==> src/rtl/fb_rect_fill.sv <==
// Filled-rectangle drawer: writes a solid colour index into a clipped rectangle
// of a linear framebuffer, one pixel per oe-enabled cycle, in raster order.
module fb_rect_fill #(
    parameter int unsigned FB_WIDTH  = 160,
    parameter int unsigned FB_HEIGHT = 120,
    parameter int unsigned CORDW     = 16,
    parameter int unsigned CIDXW     = 4,
    parameter int unsigned ADDRW     = $clog2(FB_WIDTH * FB_HEIGHT)
) (
    input  logic             clk,
    input  logic             rst,
    input  logic             start,
    input  logic [CORDW-1:0] x0,
    input  logic [CORDW-1:0] y0,
    input  logic [CORDW-1:0] x1,
    input  logic [CORDW-1:0] y1,
    input  logic [CIDXW-1:0] colr,
    input  logic             oe,
    output logic             busy,
    output logic             done,
    output logic             we,
    output logic [ADDRW-1:0] addr,
    output logic [CIDXW-1:0] data
);

    typedef enum logic [1:0] {
        IDLE,
        INIT,
        DRAW,
        DONE
    } state_t;

    localparam logic [CORDW-1:0] XW    = CORDW'(FB_WIDTH);
    localparam logic [CORDW-1:0] YH    = CORDW'(FB_HEIGHT);
    localparam logic [CORDW-1:0] XLAST = CORDW'(FB_WIDTH - 1);
    localparam logic [CORDW-1:0] YLAST = CORDW'(FB_HEIGHT - 1);
    localparam logic [ADDRW-1:0] FBW_A = ADDRW'(FB_WIDTH);

    state_t           state_q, state_d;
    logic [CORDW-1:0] x0_q, x0_d, y0_q, y0_d, x1_q, x1_d, y1_q, y1_d;
    logic [CORDW-1:0] xmin_q, xmin_d, xmax_q, xmax_d, ymax_q, ymax_d;
    logic [CORDW-1:0] x_q, x_d, y_q, y_d;
    logic [ADDRW-1:0] rowbase_q, rowbase_d;
    logic [ADDRW-1:0] addr_q, addr_d;
    logic [CIDXW-1:0] data_q, data_d;
    logic             busy_q, busy_d;
    logic             done_q, done_d;

    logic [CORDW-1:0] sx_min, sx_max, sy_min, sy_max;
    logic [CORDW-1:0] cx_max, cy_max;
    logic [ADDRW-1:0] init_rowbase, next_rowbase;

    // Corner sorting, clipping and row-base arithmetic shared by INIT and DRAW
    always_comb begin
        sx_min       = (x0_q < x1_q) ? x0_q : x1_q;
        sx_max       = (x0_q < x1_q) ? x1_q : x0_q;
        sy_min       = (y0_q < y1_q) ? y0_q : y1_q;
        sy_max       = (y0_q < y1_q) ? y1_q : y0_q;
        cx_max       = (sx_max > XLAST) ? XLAST : sx_max;
        cy_max       = (sy_max > YLAST) ? YLAST : sy_max;
        init_rowbase = ADDRW'(sy_min) * FBW_A;
        next_rowbase = rowbase_q + FBW_A;
    end

    // Next-state and datapath update for the fill sequencer
    always_comb begin
        state_d   = state_q;
        x0_d      = x0_q;
        y0_d      = y0_q;
        x1_d      = x1_q;
        y1_d      = y1_q;
        xmin_d    = xmin_q;
        xmax_d    = xmax_q;
        ymax_d    = ymax_q;
        x_d       = x_q;
        y_d       = y_q;
        rowbase_d = rowbase_q;
        addr_d    = addr_q;
        data_d    = data_q;
        busy_d    = busy_q;
        done_d    = 1'b0;
        case (state_q)
            IDLE: begin
                if (start) begin
                    x0_d    = x0;
                    y0_d    = y0;
                    x1_d    = x1;
                    y1_d    = y1;
                    data_d  = colr;
                    busy_d  = 1'b1;
                    state_d = INIT;
                end
            end
            INIT: begin
                if (sx_min >= XW || sy_min >= YH) begin
                    done_d  = 1'b1;
                    state_d = DONE;
                end else begin
                    xmin_d    = sx_min;
                    xmax_d    = cx_max;
                    ymax_d    = cy_max;
                    x_d       = sx_min;
                    y_d       = sy_min;
                    rowbase_d = init_rowbase;
                    addr_d    = init_rowbase + ADDRW'(sx_min);
                    state_d   = DRAW;
                end
            end
            DRAW: begin
                if (oe) begin
                    if (x_q < xmax_q) begin
                        x_d    = x_q + CORDW'(1);
                        addr_d = addr_q + ADDRW'(1);
                    end else if (y_q < ymax_q) begin
                        x_d       = xmin_q;
                        y_d       = y_q + CORDW'(1);
                        rowbase_d = next_rowbase;
                        addr_d    = next_rowbase + ADDRW'(xmin_q);
                    end else begin
                        done_d  = 1'b1;
                        state_d = DONE;
                    end
                end
            end
            DONE: begin
                busy_d  = 1'b0;
                state_d = IDLE;
            end
            default: begin
                busy_d  = 1'b0;
                state_d = IDLE;
            end
        endcase
    end

    // State and output registers; reset abandons any fill in progress
    always_ff @(posedge clk or posedge rst) begin
        if (rst) begin
            state_q   <= IDLE;
            x0_q      <= '0;
            y0_q      <= '0;
            x1_q      <= '0;
            y1_q      <= '0;
            xmin_q    <= '0;
            xmax_q    <= '0;
            ymax_q    <= '0;
            x_q       <= '0;
            y_q       <= '0;
            rowbase_q <= '0;
            addr_q    <= '0;
            data_q    <= '0;
            busy_q    <= 1'b0;
            done_q    <= 1'b0;
        end else begin
            state_q   <= state_d;
            x0_q      <= x0_d;
            y0_q      <= y0_d;
            x1_q      <= x1_d;
            y1_q      <= y1_d;
            xmin_q    <= xmin_d;
            xmax_q    <= xmax_d;
            ymax_q    <= ymax_d;
            x_q       <= x_d;
            y_q       <= y_d;
            rowbase_q <= rowbase_d;
            addr_q    <= addr_d;
            data_q    <= data_d;
            busy_q    <= busy_d;
            done_q    <= done_d;
        end
    end

    // Write strobe follows oe directly so a stall takes effect in the same cycle
    always_comb begin
        we = (state_q == DRAW) && oe;
    end

    assign busy = busy_q;
    assign done = done_q;
    assign addr = addr_q;
    assign data = data_q;

endmodule

==> config.mk <==
export PLATFORM = sky130hd
export DESIGN_NAME = fb_rect_fill
export DESIGN_NICKNAME = d
export VERILOG_FILES = /design/src/rtl/fb_rect_fill.sv
export SDC_FILE = /design/constraint.sdc
export NUM_CORES = 1
export LEC_CHECK = 0
export BUFFER_PORTS_ARGS = -buffer_cell sky130_fd_sc_hd__buf_2
export CORE_UTILIZATION = 38
export CTS_CLUSTER_DIAMETER = 100
export DETAILED_ROUTE_END_ITERATION = 8
export GPL_TIMING_DRIVEN = 0
export SYNTH_ARGS = -nofsm -noshare
export SYNTH_HDL_FRONTEND = slang
export SYNTH_SLANG_ARGS = --single-unit
==> constraint.sdc <==
create_clock -name clk -period 6.4 [get_ports clk]
set_input_delay 1.28 -clock clk [delete_from_list [all_inputs] [get_ports clk]]
set_output_delay 1.28 -clock clk [all_outputs]
set_load 0.02 [all_outputs]
==> results.tsv, run 1 <==
metric	value	unit
grt_max_degree	102	
grtUsageTotal	0.214	
initial_utilization	0.388	
fillCellCount	2907	
h-tree-depth	4	
drive_gt1_frac	0.193	
overflow	0	
hp-class	reg -> reg	
fin_cells	1725	
yosysSeqAreaShare	0.384	
clk_pin_slew	0.07	ns
chipWidth	176	microns
vias_per_cell	5.57	
drc	0	
postSynthCellCount	1210	
cts_buffer_depth	2	
clock_skew	0.0146	ns
worstSetupEndpointType	flip-flop	
syn_nets	1382	
rsz0062_at_grt	false	
syn_area_per_cell	9.53	sq um
area_delta_synth_final	13.9	%
io_buffers	93	
cts_setup_buffers	0	
synth_cell_types	63	
ios	94	
routedWlPerCell	18.8	microns
cts_root_buf	clkbuf_16	
grt_pass1_vias	9087	
ff2ff_path_depth	22	
die_area	31000	sq um
cp_max_fo	10	
cts_buffers	17	
fmax	177	MHz
required	6.73	ns
ys_top_cells_by_area	dfrtp_1 (38%), ha_1 (11%), mux2_2 (9.4%)	
period_minus_slack	5.66	ns
finalSetupViolations	0	
final_max_slew_viol_count	0	
drtIter0Drc	728	
cts_resized	0	
ctsHoldBuffers	0	
crit_chain	inv_1 -> ha_1 -> nand2_1 -> nor3_1 -> a21oi_1 -> o21ai_2 -> buf_2 -> mux2i_1 -> inv_1 -> ha_1 -> ha_1 -> inv_1 -> fa_1 -> inv_1 -> ha_1 -> and3_1 -> a221o_1 -> nor4_1 -> nor3_1 -> xnor2_1 -> mux2i_1 -> mux2_4	
core	29700	sq um
ys_ff_latch	177	
fin_crit_sh	0.884	
ys.flop_type	dfrtp_1	
max_cap_viol_count	0	
critical_path_class	reg -> reg	
routabilityCongestion	0.894	
diodes	0	
hold_viol	0	
firstDrtPassIters	6	
vias	9603	
async_flop_share	1.00	
cp_slowest_cell	dfrtp_1	
clk_latency	0.44	ns
antenna_left	0	
ys_warn_count	0	
min_path_cells	1	
slew_headroom	0.402	
synth_edf_count	0	
post-place-cells	1694	
antenna_found_initial	1	
dp_hpwl	24700	microns
max_stage_delay	0.43	ns
regToRegSetupSlack	0.74	ns
wl	32400	microns
yosys.area.top_type_share	0.384	
tns	0	ns
worst_pin_slew	0.890	ns
cp.arrival	5.99	ns
nNetsFinal	1495	
cts_sinks	177	
cts_tree	done	
start_kind	flip-flop	
rows	63	
yosysTopAreaCell	dfrtp_1	
syn_area	11500	sq um
grt_pass1_wl	51000	microns
run_status	completed	
dieHeight	176	microns
==> critical path: cells and delay by family (launching register included) <==
kind            cells  cell delay (ns)
compound gates      3             0.78
flops               1             0.43
mux                 3             0.85
fa+ha+maj           5             1.42
buf+inv             5             0.78
xor+xnor            1             0.32
simple gates        5             0.99
==> per-stage QoR <==
step / util / setup WS [ns] / hold slack [ns] / cell area [sq um]
6_report: 0.442 / 0.740 / 0.482 / 13100
3_5_place_dp: 0.421 / 0.847 / 0.468 / 12500
2_1_floorplan: - / 0.318 / 0.445 / 11500
4_1_cts: 0.442 / 0.832 / 0.483 / 13100
3_3_place_gp: 0.420 / -1.91 / 0.462 / 12500
5_1_grt: 0.442 / 0.446 / 0.506 / 13100
==> flip-flops by register name (all words and copies together) (netlist names) <==
| register | cells |
|---|---|
| x0_q | 16 |
| x1_q | 16 |
| x_q | 16 |
| xmax_q | 16 |
| xmin_q | 16 |
| y0_q | 16 |
| y1_q | 16 |
| y_q | 16 |
| ymax_q | 16 |
| addr | 15 |
| rowbase_q | 10 |
| data | 4 |
| state_q | 2 |
| busy | 1 |
| done | 1 |
==> path summary, 6_finish.rpt <==
kind | to | start
min in group asynchronous | x1_q[1]$_DFFE_PP0P_ | rst
hold reg to reg | ymax_q[5]$_DFFE_PP0P_ | ymax_q[5]$_DFFE_PP0P_
hold / removal | ymax_q[5]$_DFFE_PP0P_ | ymax_q[5]$_DFFE_PP0P_
setup / recovery | addr[12]$_DFFE_PP0P_ | y1_q[7]$_DFFE_PP0P_
setup reg to reg | addr[12]$_DFFE_PP0P_ | y1_q[7]$_DFFE_PP0P_
max in group asynchronous | xmin_q[9]$_DFFE_PP0P_ | rst
==> metal layers <==
layer	routed length, microns	global-route usage	up-vias
li1	-	-	4577
met1	15300	0.305	4643
met2	14500	0.330	343
met3	2000	0.0373	38
met4	602	0.0616	2
met5	9	0	-
==> cells in the mapped netlist (3+ instances only) <==
library cell  count
dfrtp_1         177
nand2_1         103
ha_1             98
mux2_2           96
inv_1            89
a21oi_1          87
nor2_1           64
o21ai_0          63
a31oi_1          59
xnor2_1          40
nand3_1          39
clkbuf_1         31
mux2i_1          30
nand4_1          17
a21o_1           16
nor3_1           16
and2_1           13
buf_1            11
buf_2            10
mux2_4           10
xor2_1           10
o22ai_1           9
and3_1            8
nor2b_1           8
nor4_1            8
o211ai_1          8
a22oi_1           6
nand2b_1          6
a211oi_1          5
mux2_1            5
o21a_1            5
or3_1             5
o21ai_1           4
o311a_1           4
o32a_1            4
or2_2             4
a31o_2            3
buf_6             3
o31ai_1           3
==> final cells by class <==
class / count / area, sq um / area share
Multi-Input combinational cell: 888 / 6520 / 0.497
Sequential cell: 177 / 4430 / 0.337
Timing Repair Buffer: 94 / 493 / 0.0375
Tap cell: 390 / 488 / 0.0372
Clock buffer: 20 / 457 / 0.0348
Inverter: 90 / 345 / 0.0263
Buffer: 55 / 241 / 0.0184
Clock inverter: 11 / 155 / 0.0118
==> logic make-up (layout without fill, tap and decap cells) <==
group | Yosys count | after routing | synth area share
compound gates | 299 | 299 | 0.159
xor+xnor | 50 | 50 | 0.0380
fa+ha+maj | 100 | 100 | 0.110
buf+inv | 145 | 270 | 0.0502
flops | 177 | 177 | 0.384
mux | 141 | 141 | 0.138
simple gates | 298 | 298 | 0.121
==> layout by cell type (no fill, tap or decap), types with 39 or more instances in the layout <==
| master | instances |
|---|---|
| nor2_1 | 64 |
| a21oi_1 | 87 |
| mux2_2 | 96 |
| dfrtp_1 | 177 |
| nand2_1 | 103 |
| buf_2 | 103 |
| a31oi_1 | 59 |
| inv_1 | 88 |
| ha_1 | 98 |
| xnor2_1 | 40 |
| o21ai_0 | 63 |
| nand3_1 | 39 |
Power of run 1 is not shown: default switching activity piles up to over one toggle a cycle in this logic, so the estimate is an artifact.
==> inputs of run 2 (changes only) <==
==> constraint.sdc (replaced) <==
create_clock -name clk -period 6.4 [get_ports clk]
set_input_delay 0.32 -clock clk [delete_from_list [all_inputs] [get_ports clk]]
set_output_delay 0.32 -clock clk [all_outputs]
set_load 0.02 [all_outputs]
==> run 2 against run 1 <==
  * Cell count hardly changed
  * Clock skew shrank 0.00076 ns
  * Critical path depth unchanged
  * Largest cell class unchanged
  * Cell area about the same
  * Register-to-register slack got worse by 0.02 ns
  * Sequential share of layout area barely moved
  * Non-clock buffer count increased by 1
  * Sequential cell count unchanged
  * Utilization about the same
  * Global-route usage barely moved
  * Routed wire length rose by 0.18%
  * Worst hold slack worse by 0.38 ns
==> results.tsv, run 2 (same netlist as run 1, synthesis figures left out) <==
metric	value	unit
clock_skew	0.0139	ns
cts_sinks	177	
cp_slowest_cell	dfrtp_1	
grt_pass1_vias	9091	
cp_max_fo	10	
chipWidth	176	microns
initial_utilization	0.388	
final_cell_mix	dfrtp_1 (177), nand2_1 (103), buf_2 (103), ha_1 (98), mux2_2 (96)	
routedWlPerCell	18.8	microns
finalSetupViolations	0	
cts_resized	0	
r2r_start	y1_q[7]$_DFFE_PP0P_	
period_minus_slack	5.68	ns
grt_pass1_wl	51000	microns
setup_ws	0.723	ns
required	6.73	ns
gr-usage-met3	0.0373	
die_area	31000	sq um
min_path_cells	2	
post-place-cells	1694	
worst_pin_slew	0.871	ns
top_usage_layer	met2	
placed_area	12500	sq um
dp_slack	0.847	ns
nNetsFinal	1496	
cp.arrival	6.01	ns
critical_path.endpoint	addr[12]$_DFFE_PP0P_	
final_max_slew_viol_count	0	
worstSetupStartpoint	y1_q[7]$_DFFE_PP0P_	
crit_chain	inv_1 -> ha_1 -> nand2_1 -> nor3_1 -> a21oi_1 -> o21ai_2 -> buf_2 -> mux2i_1 -> inv_1 -> ha_1 -> ha_1 -> inv_1 -> fa_1 -> inv_1 -> ha_1 -> and3_1 -> a221o_1 -> nor4_1 -> nor3_1 -> xnor2_1 -> mux2i_1 -> mux2_4	
regToRegSetupSlack	0.72	ns
core	29700	sq um
area_delta_synth_final	14.0	%
rsz0062_at_grt	false	
critical_path_class	reg -> reg	
vias_per_cell	5.57	
dp_hpwl	24700	microns
routabilityCongestion	0.894	
h-tree-depth	4	
cts_root_buf	clkbuf_16	
start_kind	flip-flop	
worstReg2RegEnd	addr[12]$_DFFE_PP0P_	
max_cap_viol_count	0	
drive_gt1_frac	0.192	
cts_buffers	17	
fin_cells	1726	
hold_viol	0	
ff2ff_path_depth	22	
ios	94	
dieHeight	176	microns
diodes	0	
grt_max_degree	102	
io_buffers	93	
final_common_cell	dfrtp_1	
vias	9609	
run_status	completed	
drc	0	
slew_headroom	0.415	
cts_tree	done	
fin_crit_sh	0.887	
drtIter0Drc	740	
antenna_left	0	
gr-usage-met1	0.305	
clk_latency	0.44	ns
hp-class	in -> reg	
worstSetupEndpointType	flip-flop	
overflow	0	
rows	63	
antenna_found_initial	1	
clk_pin_slew	0.07	ns
max_stage_delay	0.43	ns
cts_buffer_depth	2	
tns	0	ns
grt_util_met2	0.330	
grtUsageTotal	0.214	
wl	32500	microns
firstDrtPassIters	5	
fmax	176	MHz
final_area	13100	sq um
==> run 2: per-layer routing <==
metal,part of all wire,up-vias
li1,-,4577
met1,0.48,4664
met2,0.45,329
met3,0.056,37
met4,0.018,2
met5,0.00028,-
==> run 2: what timing repair did <==
item                                   in CTS  in global routing
buffers inserted                            0                  0
hold buffers                                1                  0
endpoints found under the hold margin      76                  0
==> run 2: area by class of cell <==
type	instances	area, sq um
Buffer	55	241
Clock buffer	20	457
Clock inverter	11	155
Fill cell	2906	16600
Inverter	90	345
Multi-Input combinational cell	888	6520
Sequential cell	177	4430
Tap cell	390	488
Timing Repair Buffer	95	503
==> run 2: critical path, delay by kind of cell (launching register included) <==
family | cells | cell delay (ns)
XOR/XNOR | 1 | 0.33
buffers and inverters | 5 | 0.78
flip-flops | 1 | 0.43
AND/OR/NAND/NOR | 5 | 0.95
adder cells (fa/ha/maj) | 5 | 1.43
multiplexers | 3 | 0.87
AO/OA/AOI/OAI | 3 | 0.78
==> run 2: how the worst min path moves through the flow <==
stage | start | end
final | x0[12] | x0_q[12]$_DFFE_PP0P_
after global routing | y0[3] | y0_q[3]$_DFFE_PP0P_
after CTS | x0[14] | x0_q[14]$_DFFE_PP0P_
after detailed placement | rst | x1_q[1]$_DFFE_PP0P_
after global placement | xmin_q[3]$_DFFE_PP0P_ | xmin_q[3]$_DFFE_PP0P_
after floorplan | xmin_q[2]$_DFFE_PP0P_ | xmin_q[2]$_DFFE_PP0P_
==> run 2: through the flow <==
stage	utilization	hold slack, ns
2_1_floorplan	-	0.445
3_3_place_gp	0.420	0.462
3_5_place_dp	0.421	0.424
4_1_cts	0.442	0.0955
5_1_grt	0.442	0.0937
6_report	0.442	0.106
Power of run 2 is left out for the same reason.
==> inputs of run 3 (changes only) <==
--- a/config.mk
+++ b/config.mk
@@ -5,6 +5,7 @@
 export SDC_FILE = /design/constraint.sdc
 export NUM_CORES = 1
 export LEC_CHECK = 0
+export ABC_AREA = 1
 export BUFFER_PORTS_ARGS = -buffer_cell sky130_fd_sc_hd__buf_2
 export CORE_UTILIZATION = 38
 export CTS_CLUSTER_DIAMETER = 100
==> constraint.sdc (replaced) <==
create_clock -name clk -period 6.8 [get_ports clk]
set_input_delay 0.34 -clock clk [delete_from_list [all_inputs] [get_ports clk]]
set_output_delay 0.34 -clock clk [all_outputs]
set_load 0.02 [all_outputs]
==> run 3 against run 2 <==
  * Sequential share of layout area fell by 1.5 points
  * Cell area grew 4.8%
  * Non-clock buffer count increased by 16
  * Sequential cell count unchanged
  * Critical path depth increased by 8
  * Clock-buffer cell count decreased by 2
  * First-iteration DRC count grew 23%
==> results.tsv, run 3 <==
metric	value	unit
clock_skew	0.0119	ns
drc	0	
grt_pass1_wl	58900	microns
ios	94	
clk_latency	0.45	ns
synth_most_common_cell	nand2_1	
rsz0062_at_grt	false	
final_cell_mix	nand2_1 (532), inv_1 (226), dfrtp_1 (177), o21ai_0 (160), buf_2 (110)	
chipWidth	181	microns
grtUsageTotal	0.230	
firstDrtPassIters	6	
cp.arrival	6.49	ns
cp_slowest_cell	o21ai_0	
io_buffers	93	
drtIter0Drc	913	
tns	0	ns
wl	36400	microns
synth_edf_count	0	
nNetsFinal	1968	
async_flop_share	1.00	
vias_per_cell	5.18	
start_kind	flip-flop	
yosysSeqAreaShare	0.363	
cts_root_buf	clkbuf_16	
cp_max_fo	10	
diodes	0	
ys_top_cells_by_area	dfrtp_1 (36%), nand2_1 (16%), ha_1 (10%)	
worst_pin_slew	1.08	ns
synth_cell_types	44	
required	7.19	ns
dieHeight	181	microns
hp-class	in -> reg	
h-tree-depth	4	
synth_commonest_cells	nand2_1 (532), inv_1 (227), dfrtp_1 (177), o21ai_0 (160), nand3_1 (107)	
syn_area	12200	sq um
critical_path_class	reg -> reg	
vias	11500	
routedWlPerCell	16.5	microns
crit_path_frequent_cell	inv_1	
clk_pin_slew	0.07	ns
yosys.area.top_type_share	0.363	
ys.flop_type	dfrtp_1	
slew_headroom	0.276	
hold_viol	0	
final_common_cell	nand2_1	
core	31600	sq um
period_minus_slack	6.10	ns
cts_setup_buffers	0	
dp_hpwl	28100	microns
grt_pass1_vias	10900	
cts_resized	0	
finalSetupViolations	0	
yosysTopAreaCell	dfrtp_1	
overflow	0	
final_max_slew_viol_count	0	
syn_nets	1854	
ys_ff_latch	177	
routabilityCongestion	0.922	
antenna_found_initial	0	
fmax	164	MHz
rows	65	
cts_buffers	17	
grt_max_degree	111	
cts_sinks	177	
antenna_left	0	
max_cap_viol_count	0	
run_status	completed	
worstSetupEndpointType	flip-flop	
area_delta_synth_final	13.0	%
die_area	32800	sq um
drive_gt1_frac	0.0989	
initial_utilization	0.386	
ys_warn_count	0	
cts_buffer_depth	2	
postSynthCellCount	1682	
max_stage_delay	0.64	ns
cts_tree	done	
fin_crit_sh	0.897	
syn_area_per_cell	7.25	sq um
-- run 3: changes by cell type in the layout (fill, tap and decap cells not counted), moves of 18 or more --
cell | previous run | this run
inv_1 | 88 | 226
mux2i_1 | 30 | 0
mux2_2 | 96 | 0
o21ai_0 | 63 | 160
nand3_1 | 39 | 107
o21ai_1 | 4 | 22
nor2_1 | 64 | 42
nand2_1 | 103 | 532
xor2_1 | 10 | 34
a31oi_1 | 59 | 2
nand4_1 | 17 | 71
a21oi_1 | 87 | 48
-- run 3: routing by layer --
| metal | GRT usage | share of wire | up-vias |
|---|---|---|---|
| li1 | - | - | 5665 |
| met1 | 0.327 | 0.49 | 5426 |
| met2 | 0.361 | 0.45 | 313 |
| met3 | 0.0343 | 0.047 | 46 |
| met4 | 0.0664 | 0.020 | 0 |
| met5 | 0 | 0 | - |
-- run 3: path summary, 6_finish.rpt --
check / cells past startpoint / slack (ns) / end / startpoint
setup / recovery: 30 / 0.70 / addr[14]$_DFFE_PP0P_ / y1_q[9]$_DFFE_PP0P_
max in group asynchronous: 4 / 5.37 / xmax_q[1]$_DFFE_PP0P_ / rst
hold reg to reg: 2 / 0.46 / xmax_q[15]$_DFFE_PP0P_ / xmax_q[15]$_DFFE_PP0P_
setup reg to reg: 30 / 0.70 / addr[14]$_DFFE_PP0P_ / y1_q[9]$_DFFE_PP0P_
min in group asynchronous: 3 / 0.46 / addr[7]$_DFFE_PP0P_ / rst
hold / removal: 3 / 0.08 / y0_q[6]$_DFFE_PP0P_ / y0[6]
-- run 3: kinds of logic (layout without fill, tap and decap cells) --
family,count (synthesis),after routing,share of synthesized area
flip-flops,177,177,0.363
AO/OA/AOI/OAI,248,248,0.107
adder cells (fa/ha/maj),100,100,0.104
buffers and inverters,302,429,0.101
XOR/XNOR,57,57,0.0410
AND/OR/NAND/NOR,798,798,0.284
-- run 3: final cells by class --
| class | instances | area, sq um |
|---|---|---|
| Fill cell | 3246 | 17800 |
| Clock buffer | 18 | 439 |
| Timing Repair Buffer | 95 | 503 |
| Sequential cell | 177 | 4430 |
| Tap cell | 402 | 503 |
| Inverter | 231 | 875 |
| Buffer | 71 | 359 |
| Multi-Input combinational cell | 1203 | 6530 |
| Clock inverter | 14 | 133 |
-- run 3: what timing repair did --
action                                 in CTS  in global routing
setup endpoints to repair                   0                  0
endpoints found under the hold margin      67                  0
hold buffers                                1                  0
-- run 3: worst max-delay path, delay by kind of cell, from the launching register on --
kind,cells,cell delay [ns]
compound gates,6,1.47
xor+xnor,1,0.31
fa+ha+maj,5,1.50
buf+inv,8,0.99
flops,1,0.39
simple gates,10,1.36
-- run 3: per-stage QoR --
step,utilization,instance area (sq um),std cells,hold WS (ns),worst slack [ns]
2_1_floorplan,-,12200,1682,0.436,1.66
3_3_place_gp,0.417,13200,2177,0.450,-0.727
3_5_place_dp,0.418,13200,2178,0.425,0.824
4_1_cts,0.436,13800,2211,0.0624,0.799
5_1_grt,0.436,13800,2211,0.0809,0.323
6_report,0.436,13800,2211,0.0818,0.702
Power of run 3 is left out for the same reason.
